## src/rtl/shift_sequencer.sv

```systemverilog
// Multi-cycle controller that runs wide shift counts through an external 8-bit shifter in chunks of up to 7.
// Optional macro SHIFT_SEQ_ROT_MOD_EN: rotates load count mod 8, finishing in at most one RUN cycle.
module shift_sequencer #(
    parameter int COUNT_W = 5
) (
    input  logic               clk,
    input  logic               rst_n,
    input  logic               cmd_valid,
    output logic               cmd_ready,
    input  logic [2:0]         cmd_op,
    input  logic [7:0]         cmd_data,
    input  logic [COUNT_W-1:0] cmd_count,
    output logic [7:0]         sh_din,
    output logic [2:0]         sh_sel,
    output logic [2:0]         sh_shift_count,
    input  logic [7:0]         sh_dout,
    output logic               rsp_valid,
    input  logic               rsp_ready,
    output logic [7:0]         rsp_data,
    output logic               busy
);

    typedef enum logic [1:0] {
        S_IDLE = 2'd0,
        S_RUN  = 2'd1,
        S_DONE = 2'd2
    } state_t;

    localparam logic [2:0] OP_PASS0 = 3'd0;
    localparam logic [2:0] OP_ROL   = 3'd5;
    localparam logic [2:0] OP_ROR   = 3'd6;
    localparam logic [2:0] OP_PASS7 = 3'd7;

    localparam logic [COUNT_W-1:0] MAX_CHUNK = COUNT_W'(7);

    state_t             state, state_nxt;
    logic [7:0]         acc, acc_nxt;
    logic [2:0]         op, op_nxt;
    logic [COUNT_W-1:0] rem, rem_nxt;
    logic [COUNT_W-1:0] load_count;
    logic [2:0]         chunk;
    logic               accept;
    logic               load_is_pass;

    // cmd_ready is only ever high in IDLE, so it alone qualifies the handshake.
    assign accept       = cmd_valid && cmd_ready;
    assign load_is_pass = (cmd_op == OP_PASS0) || (cmd_op == OP_PASS7);
    assign chunk        = (rem > MAX_CHUNK) ? 3'd7 : rem[2:0];

`ifdef SHIFT_SEQ_ROT_MOD_EN
    // Rotating by 8 is the identity, so only the low three bits matter.
    assign load_count = ((cmd_op == OP_ROL) || (cmd_op == OP_ROR))
                      ? COUNT_W'(cmd_count[2:0]) : cmd_count;
`else
    assign load_count = cmd_count;
`endif

    // NOTE: every signal written here gets a default first so no latch is inferred.
    always_comb begin
        state_nxt      = state;
        acc_nxt        = acc;
        op_nxt         = op;
        rem_nxt        = rem;
        sh_sel         = 3'd0;
        sh_shift_count = 3'd0;
        unique case (state)
            S_IDLE: begin
                if (accept) begin
                    acc_nxt = cmd_data;
                    op_nxt  = cmd_op;
                    rem_nxt = load_count;
                    if (load_is_pass || (load_count == '0)) begin
                        state_nxt = S_DONE;
                    end else begin
                        state_nxt = S_RUN;
                    end
                end
            end
            S_RUN: begin
                sh_sel         = op;
                sh_shift_count = chunk;
                acc_nxt        = sh_dout;
                rem_nxt        = rem - COUNT_W'(chunk);
                if (rem <= MAX_CHUNK) begin
                    state_nxt = S_DONE;
                end
            end
            S_DONE: begin
                if (rsp_ready) begin
                    state_nxt = S_IDLE;
                end
            end
            default: begin
                state_nxt = S_IDLE;
            end
        endcase
    end

    // NOTE: sequential state uses non-blocking assignments so all registers update together.
    always_ff @(posedge clk or negedge rst_n) begin
        if (!rst_n) begin
            state     <= S_IDLE;
            acc       <= 8'h00;
            op        <= 3'd0;
            rem       <= '0;
            cmd_ready <= 1'b0;
            rsp_valid <= 1'b0;
            busy      <= 1'b0;
        end else begin
            state     <= state_nxt;
            acc       <= acc_nxt;
            op        <= op_nxt;
            rem       <= rem_nxt;
            cmd_ready <= (state_nxt == S_IDLE);
            rsp_valid <= (state_nxt == S_DONE);
            busy      <= (state_nxt != S_IDLE);
        end
    end

    // acc only changes in IDLE-accept and RUN, so it is stable throughout DONE.
    assign sh_din   = acc;
    assign rsp_data = acc;

endmodule
```

## config.mk

```make
export PLATFORM = sky130hd
export DESIGN_NAME = shift_sequencer
export DESIGN_NICKNAME = d
export VERILOG_FILES = /design/src/rtl/shift_sequencer.sv
export SDC_FILE = /design/constraint.sdc
export NUM_CORES = 1
export LEC_CHECK = 0
export CAP_MARGIN = 20
export CORE_ASPECT_RATIO = 0.5
export CORE_MARGIN = 2
export CORE_UTILIZATION = 41
export DETAILED_ROUTE_END_ITERATION = 10
export PLACE_DENSITY = 0.77
export SETUP_SLACK_MARGIN = 0.15
export SYNTH_ARGS = -nofsm -noshare
export SYNTH_HDL_FRONTEND = slang
export SYNTH_SLANG_ARGS = --single-unit
```

## constraint.sdc

```tcl
create_clock -name clk -period 1.97 [get_ports clk]
set_input_delay 0.197 -clock clk [delete_from_list [all_inputs] [get_ports clk]]
set_output_delay 0.197 -clock clk [all_outputs]
set_load 0.05 [all_outputs]
```

* After elaboration in Yosys (flattened, before gate mapping) *
Index checks and enable logic that the tools add are counted.

operators by class
  add/sub/neg operators = 1
  magnitude comparators = 2
  eq/ne operators = 5
  multiplexer cells = 12
  reductions and logical operators = 11

operators with widths
  cell                                                  count
  one-hot mux 8 bit (2 select lines)                    1
  one-hot mux 5 bit (2 select lines)                    1
  two-way mux 3 bit                                     3
  two-way mux 2 bit                                     4
  two-way mux 8 bit                                     1
  one-hot mux 2 bit (3 select lines)                    1
  > comparator 5 x 3 -> 1 bit (second input constant)   1
  <= comparator 5 x 3 -> 1 bit (second input constant)  1
  zero test 5 bit                                       1
  two-way mux 5 bit                                     1
  subtractor 5 x 3 -> 5 bit                             1
  equality test 2 bit (second input constant)           2
  zero test 2 bit                                       2
  AND reduction 2 bit                                   2
  nonzero test 2 bit                                    2
  equality test 3 bit (second input constant)           1
  zero test 3 bit                                       1
  equality test 2 x 1 -> 1 bit (second input constant)  1
  logical OR 1 bit                                      2
  != test 2 bit (second input constant)                 1
  logical AND 1 bit                                     1

word-level totals
  register bits = 21
  bits of input ports = 28
  output and inout bits = 25
  logic and storage cells = 38

* Longest topological paths before layout *
Gate-level depths: netlist of the first run.

  depth in word-level cells = 7
  depth in mapped cells = 7
  gate-level depth less buffers = 6

* Worst setup path after synthesis of the first run *
Ideal clock, no wire load.

  path type = register to output
  from = reg state[1]
  to = out sh_shift_count[1]
  data arrival time = 1.622 ns
  required time = 1.773 ns
  setup slack = 0.151 ns
  cell stages (with the launch flop) = 5
  path buffers = 2
  path through = dfrtp_1 > nand2b_1 > buf_2 > buf_2 > a21oi_1

on the way
  cells in the longest elaborated chain, start to end = 2

ends and longest elaborated chain
  element                       line  text
  start, declared               36    state_t state, state_nxt;
  start signal, assigned        110   state <= state_nxt;
  equality test 2 x 1 -> 1 bit  66    unique case (state)
  two-way mux 3 bit             66
  end, declared                 15    output logic [2:0] sh_shift_count,

No other way between the ends.

* Final worst setup path of the first run *
  from = reg rem[3]
  to = reg rem[2]

on the way
  cells in the longest elaborated chain, start to end = 4

ends and longest elaborated chain
  element                             line  text
  start, declared                     39    logic [COUNT_W-1:0] rem, rem_nxt;
  start signal, assigned              113   rem <= rem_nxt;
  > comparator 5 x 3 -> 1 bit         48    assign chunk = (rem > MAX_CHUNK) ? 3'd7 : rem[2:0];
  two-way mux 3 bit                   48
  subtractor 5 x 3 -> 5 bit           83    rem_nxt = rem - COUNT_W'(chunk);
  one-hot mux 5 bit (2 select lines)  66

No other way between the ends.
A chain may end at the register's enable or synchronous reset.

==> metrics.cfg, run 1 <==
[status]
status=complete, no violations

[global_route]
antenna_found_initial=0
grt-ovfl-total=0
grt_pass1_wl_mm=4.616
track_usage_pct=17.99
grt_pass1_vias=966
grt_max_degree=22

[power]
p_leak_nw=0.7238
p_per_area_nw_per_um2=2100
vdd_drop_max_mv=0.8609

[synthesis]
syn_nets=151
synth.largest_area_cell=dfrtp_1
yosysWarnings=0
synth_seq_cells=21
yosysMostFrequentCell=dfrtp_1
synthArstFlopShare_pct=100.0
postSynthCellCount=122
synth-seq-area-share_pct=45.60
synth_edf_count=0
synth_ff_type=dfrtp_1
netlist_area_um2=1152
synth_commonest_cells=21 x dfrtp_1, 16 x nand2_1, 13 x nor3_1
synth.distinct_cells=32
syn_area_per_cell_um2=9.446
yosys-top-cells-area=dfrtp_1 46%, buf_4 7.2%, nor3_1 5.6%
synth_top_cell_area_share_pct=45.60

[layout]
fill_cells=205
area_growth_pct=54.61
drive_gt1_share_pct=11.98
diodes=0
fin_util_pct=67.62
layout.nets=197

[route]
ant_nets=0
viasPerCell=5.343
highest_layer=met4
wirelength_mm=2.885
wl_per_cell_um=14.14
dr.pass1.iters=4
drc=0
via_count=1090
wl_met1_mm=1.271
routed-wl-met2_mm=1.356
route.met3.wl_um=228
drt-initial-drc-count=38

[sta]
max_freq_ghz=0.5738
fin_setup_tns_ps=0
period_share_pct=88.47
rsz0062_at_grt=false
tightest_slew_ps=521.0
fin_worst_skew_ps=1.657
drv_slew=0
fin_crit_ps=1743
hold_violations=0
maxSlewHeadroom_pct=65.16
finalSetupViolations=0

[placed_design]
dp_hpwl_mm=2.231
gp_congestion=0.8318
portBuffers=52

[clock_tree]
cts_tree=built
cts_root_buf=clkbuf_8
cts_buffers=3
clockBufferDepth=2
cts.sink_count=21
post_cts_buffers=0
insertion_delay_ps=260
htree_levels=1
clk_pin_slew_worst_paths_ps=80

[worst_setup_path]
required_ps=2120
criticalPathCategory=reg2reg
crit_fanout=8
worstPathArrival_ps=1890
cp-start-kind=register
critPathCaptureType=register

[floorplanning]
dieWidth_um=78.98
fp.dieArea_um2=3276
rows=13
boundaryPins=53
initial_core_util_pct=43.73
coreArea_um2=2635
die_h_um=41.49

[min_path]
min_path_type=in2async

[run]
drv_cap=0

-- cells by family after synthesis --
family,synth area share [%]
compound gates,17.59
fa+ha+maj,1.086
buf+inv,10.31
flops,45.60
mux,3.800
simple gates,21.61
-- where the power goes --
part | switching [mW] | internal, mW | total [mW]
Combinational | 1.57 | 1.02 | 2.60
Sequential | 0.211 | 0.657 | 0.867
Clock | 0.137 | 0.141 | 0.277
-- registers in the layout, indices dropped and copies added (netlist names) --
register	cells
busy	1
cmd_ready	1
op	3
rem	5
rsp_data	8
rsp_valid	1
state	2
-- final cells by class --
class / instances / area [um2] / area share [%]
clock inverters: 1 / 5.005 / 0.2809
inverters: 2 / 7.507 / 0.4213
repair buffers: 58 / 625.6 / 35.11
well taps: 37 / 46.29 / 2.598
flip-flops and latches: 21 / 525.5 / 29.49
multi-input cells: 82 / 530.5 / 29.78
clock buffers: 3 / 41.29 / 2.317
-- path summary, 6_finish.rpt --
kind                       depth (start not counted)  slack (ps)                 end                from
min in group clk                                   1         480   op[1]$_DFFE_PN0P_   op[1]$_DFFE_PN0P_
max reg2reg                                        5         230  rem[2]$_DFFE_PN0P_  rem[3]$_DFFE_PN0P_
min reg2reg                                        1         480   op[1]$_DFFE_PN0P_   op[1]$_DFFE_PN0P_
min                                                2         280   op[0]$_DFFE_PN0P_               rst_n
max                                                5         230  rem[2]$_DFFE_PN0P_  rem[3]$_DFFE_PN0P_
max in group asynchronous                          2        1490      busy$_DFF_PN0_               rst_n
-- critical path, cell delays in order, from the launching register on --
cell and delay (ps):
dfrtp_1 480, nor2_2 130, or2_1 230, ha_1 220
o311a_1 360, o221a_1 220
-- repair_timing --
action / 4_1_cts / 5_1_grt
gates resized for setup: 0 / 1
setup endpoints to repair: 0 / 3
hold buffers: 0 / 0
-- routing by layer --
layer | vias to the layer above | global-route usage [%]
li1 | 524 | -
met1 | 516 | 24.90
met2 | 46 | 27.80
met4 | 0 | 4.138
met3 | 4 | 5.652
met5 | - | 0
-- stage by stage --
stage	hold slack, ps	power (mW)	setup slack [ps]	std cells	area (um2)
floorplan	-98.59	2.655	151.1	122	1152
CTS	280.5	3.752	218.5	204	1777
detailed placement	468.5	3.468	247.5	200	1730
finish	275.1	3.742	227.2	204	1782
global placement	461.3	3.426	291.3	200	1730
global route	280.5	3.958	153.8	204	1782
-- cells in the final DEF, fill, tap and decap left out --
cell,Yosys,final
nor2_1,5,5
nor4bb_1,2,1
or4_1,1,1
or3_1,1,1
nor4bb_4,0,1
o22ai_1,1,1
o221a_1,1,1
nor3_1,13,13
buf_12,0,6
o2bb2ai_1,2,2
dfrtp_1,21,21
a21oi_1,2,2
a221o_1,3,3
clkinv_2,0,1
a21o_1,1,1
buf_4,11,6
clkdlybuf4s50_1,0,46
or2_1,2,2
mux2i_1,1,1
nand2b_1,2,2
nand3_1,3,3
o211ai_1,3,3
nor2b_4,0,1
ha_1,1,1
nor2_2,1,1
inv_1,2,2
a22oi_1,2,2
a31oi_1,8,8
and2_1,3,3
clkbuf_8,0,3
nand2_1,16,16
o311a_1,1,1
mux2_1,3,3
o21ai_1,2,2
o211ai_2,1,1
Power figures use the tool's default switching activity.
==> run 2, diff against run 1 <==
--- a/config.mk
+++ b/config.mk
@@ -7,7 +7,7 @@
 export LEC_CHECK = 0
 export CAP_MARGIN = 20
 export CORE_ASPECT_RATIO = 0.5
-export CORE_MARGIN = 2
+export CORE_MARGIN = 8
 export CORE_UTILIZATION = 41
 export DETAILED_ROUTE_END_ITERATION = 10
 export PLACE_DENSITY = 0.77
==> constraint.sdc (replaced) <==
create_clock -name clk -period 1.97 [get_ports clk]
set_input_delay 0.394 -clock clk [delete_from_list [all_inputs] [get_ports clk]]
set_output_delay 0.394 -clock clk [all_outputs]
set_load 0.05 [all_outputs]
==> run 2 against run 1 <==
First-iteration DRC count down 66%. Worst hold slack better by 190 ps. Power down 0.93%. Via count down 1.7%. Die area up 49%. Sequential power down 1%. Worst setup slack worse by 44 ps. Critical path depth down 4. Clock skew up 2.5 ps. Global-route usage down 3.4 points. Maximum frequency down 2.5%. Clock power up 6%. Critical endpoint is now rsp_valid. Largest power group unchanged.
==> metrics.cfg, run 2 (synthesis gave the netlist of run 1 again) <==
[power]
pwr-share-comb_pct=69.0
p_leak_nw=0.7428
p_seq_share_pct=23.0
p_clk_share_pct=7.9
p_int_mw=1.746
switchingPower_mw=1.962
vdd_drop_max_mv=1.088
p_per_area_nw_per_um2=2077
p_sw_share_pct=52.91

[min_path]
min_path_type=in2async

[sta]
hold_violations=0
max_freq_ghz=0.5596
maxSlewHeadroom_pct=66.92
fin_setup_tns_ps=0
fin_worst_skew_ps=4.202
period_share_pct=90.72
fin_crit_ps=1787
fin_ws_ps=182.9
drv_slew=0
tightest_slew_ps=494.7
finalSetupViolations=0
rsz0062_at_grt=false

[global_route]
grt_pass1_vias=1090
grt-ovfl-total=0
grt_pass1_wl_mm=5.575
track_usage_pct=14.61
grt_max_degree=22
antenna_found_initial=0

[floorplanning]
initial_core_util_pct=43.73
coreArea_um2=2635
boundaryPins=53
fp.dieArea_um2=4866
dieWidth_um=90.98
rows=13
die_h_um=53.49

[layout]
drive_gt1_share_pct=16.07
fin_area_um2=1785
layoutNonFillerInstCount=205
fill_cells=208
layout.nets=198
largest_reg_flops=8
final_common_cell=clkdlybuf4s50_1
final_cell_mix=28 x clkdlybuf4s50_1, 19 x dfrtp_1, 16 x nand2_1, 16 x dlygate4sd2_1, 13 x nor3_1
area_growth_pct=54.94
diodes=0

[run]
drv_cap=0

[status]
status=complete, no violations

[worst_setup_path]
critPathMaxStageDelay_ps=800
cpLargestDelayFamily=buffers and inverters
critPathCaptureType=output port
criticalPathCategory=reg2out
worstPathArrival_ps=1390
cp-start-kind=register
crit_fanout=1
required_ps=1580
path_cells=clkdlybuf4s50_1
critPathSlowestCell=clkdlybuf4s50_1
crit_buf_inv=1

[placed_design]
dp_hpwl_mm=2.680
dpl_cell_area_um2=1749
gp_congestion=0.8574
place_inst=201
place_ws_ps=87.19
portBuffers=52

[route]
drc=0
viasPerCell=5.224
drt-initial-drc-count=13
via_count=1071
dr.pass1.iters=4
wl_per_cell_um=16.74
wirelength_mm=3.432
ant_nets=0

[clock_tree]
clk_pin_slew_worst_paths_ps=80
htree_levels=1
cts_root_buf=clkbuf_8
cts.sink_count=21
ctsHoldBuffers=0
cts_buffers=3
cts_tree=built
clockBufferDepth=2
insertion_delay_ps=260

==> run 2: metrics by stage <==
stage | util (%) | total power [mW] | hold WS [ps]
3_3_place_gp | 66.38 | 3.488 | 460.7
2_1_floorplan | - | 2.663 | 98.41
6_report | 67.76 | 3.708 | 466.2
5_1_grt | 67.76 | 3.941 | 491.3
3_5_place_dp | 66.38 | 3.536 | 470.9
4_1_cts | 67.47 | 3.715 | 471.6
==> run 2: layout make-up <==
class	count	area (um2)	area share [%]
repair buffers	59	620.6	34.76
multi-input cells	82	536.8	30.06
flip-flops and latches	21	528.0	29.57
well taps	37	46.29	2.593
clock buffers	3	41.29	2.313
inverters	2	7.507	0.4205
clock inverters	1	5.005	0.2803
==> run 2: final timing paths <==
kind | cells after the start | startpoint | end | slack (ps)
max in group asynchronous | 2 | rst_n | rem[4]$_DFFE_PN0P_ | 1270
min | 2 | rst_n | rem[1]$_DFFE_PN0P_ | 470
max | 1 | rsp_valid$_DFF_PN0_ | rsp_valid | 180
max reg2reg | 5 | rem[4]$_DFFE_PN0P_ | rem[2]$_DFFE_PN0P_ | 270
min reg2reg | 1 | op[1]$_DFFE_PN0P_ | op[1]$_DFFE_PN0P_ | 480
min in group clk | 1 | op[1]$_DFFE_PN0P_ | op[1]$_DFFE_PN0P_ | 480
==> run 2: timing repair <==
item                       4_1_cts  5_1_grt
buffers inserted                 0        0
gates resized for setup         17        3
setup endpoints to repair       19        7
==> run 2: layer usage <==
metal,wire (um),track usage (%),vias up
met2,1669,24.94,32
met1,1531,17.30,512
met5,0,0,-
li1,-,-,525
met3,196,4.789,2
met4,34,5.094,0
==> run 2: power by group through the flow <==
stage                     Clock, mW  Combinational (mW)  Sequential, mW
after floorplan                   0                1.47            1.20
after global placement            0                2.63           0.853
after detailed placement          0                2.68           0.860
after CTS                     0.300                2.57           0.848
after global routing          0.315                2.73           0.897
final                         0.294                2.56           0.854
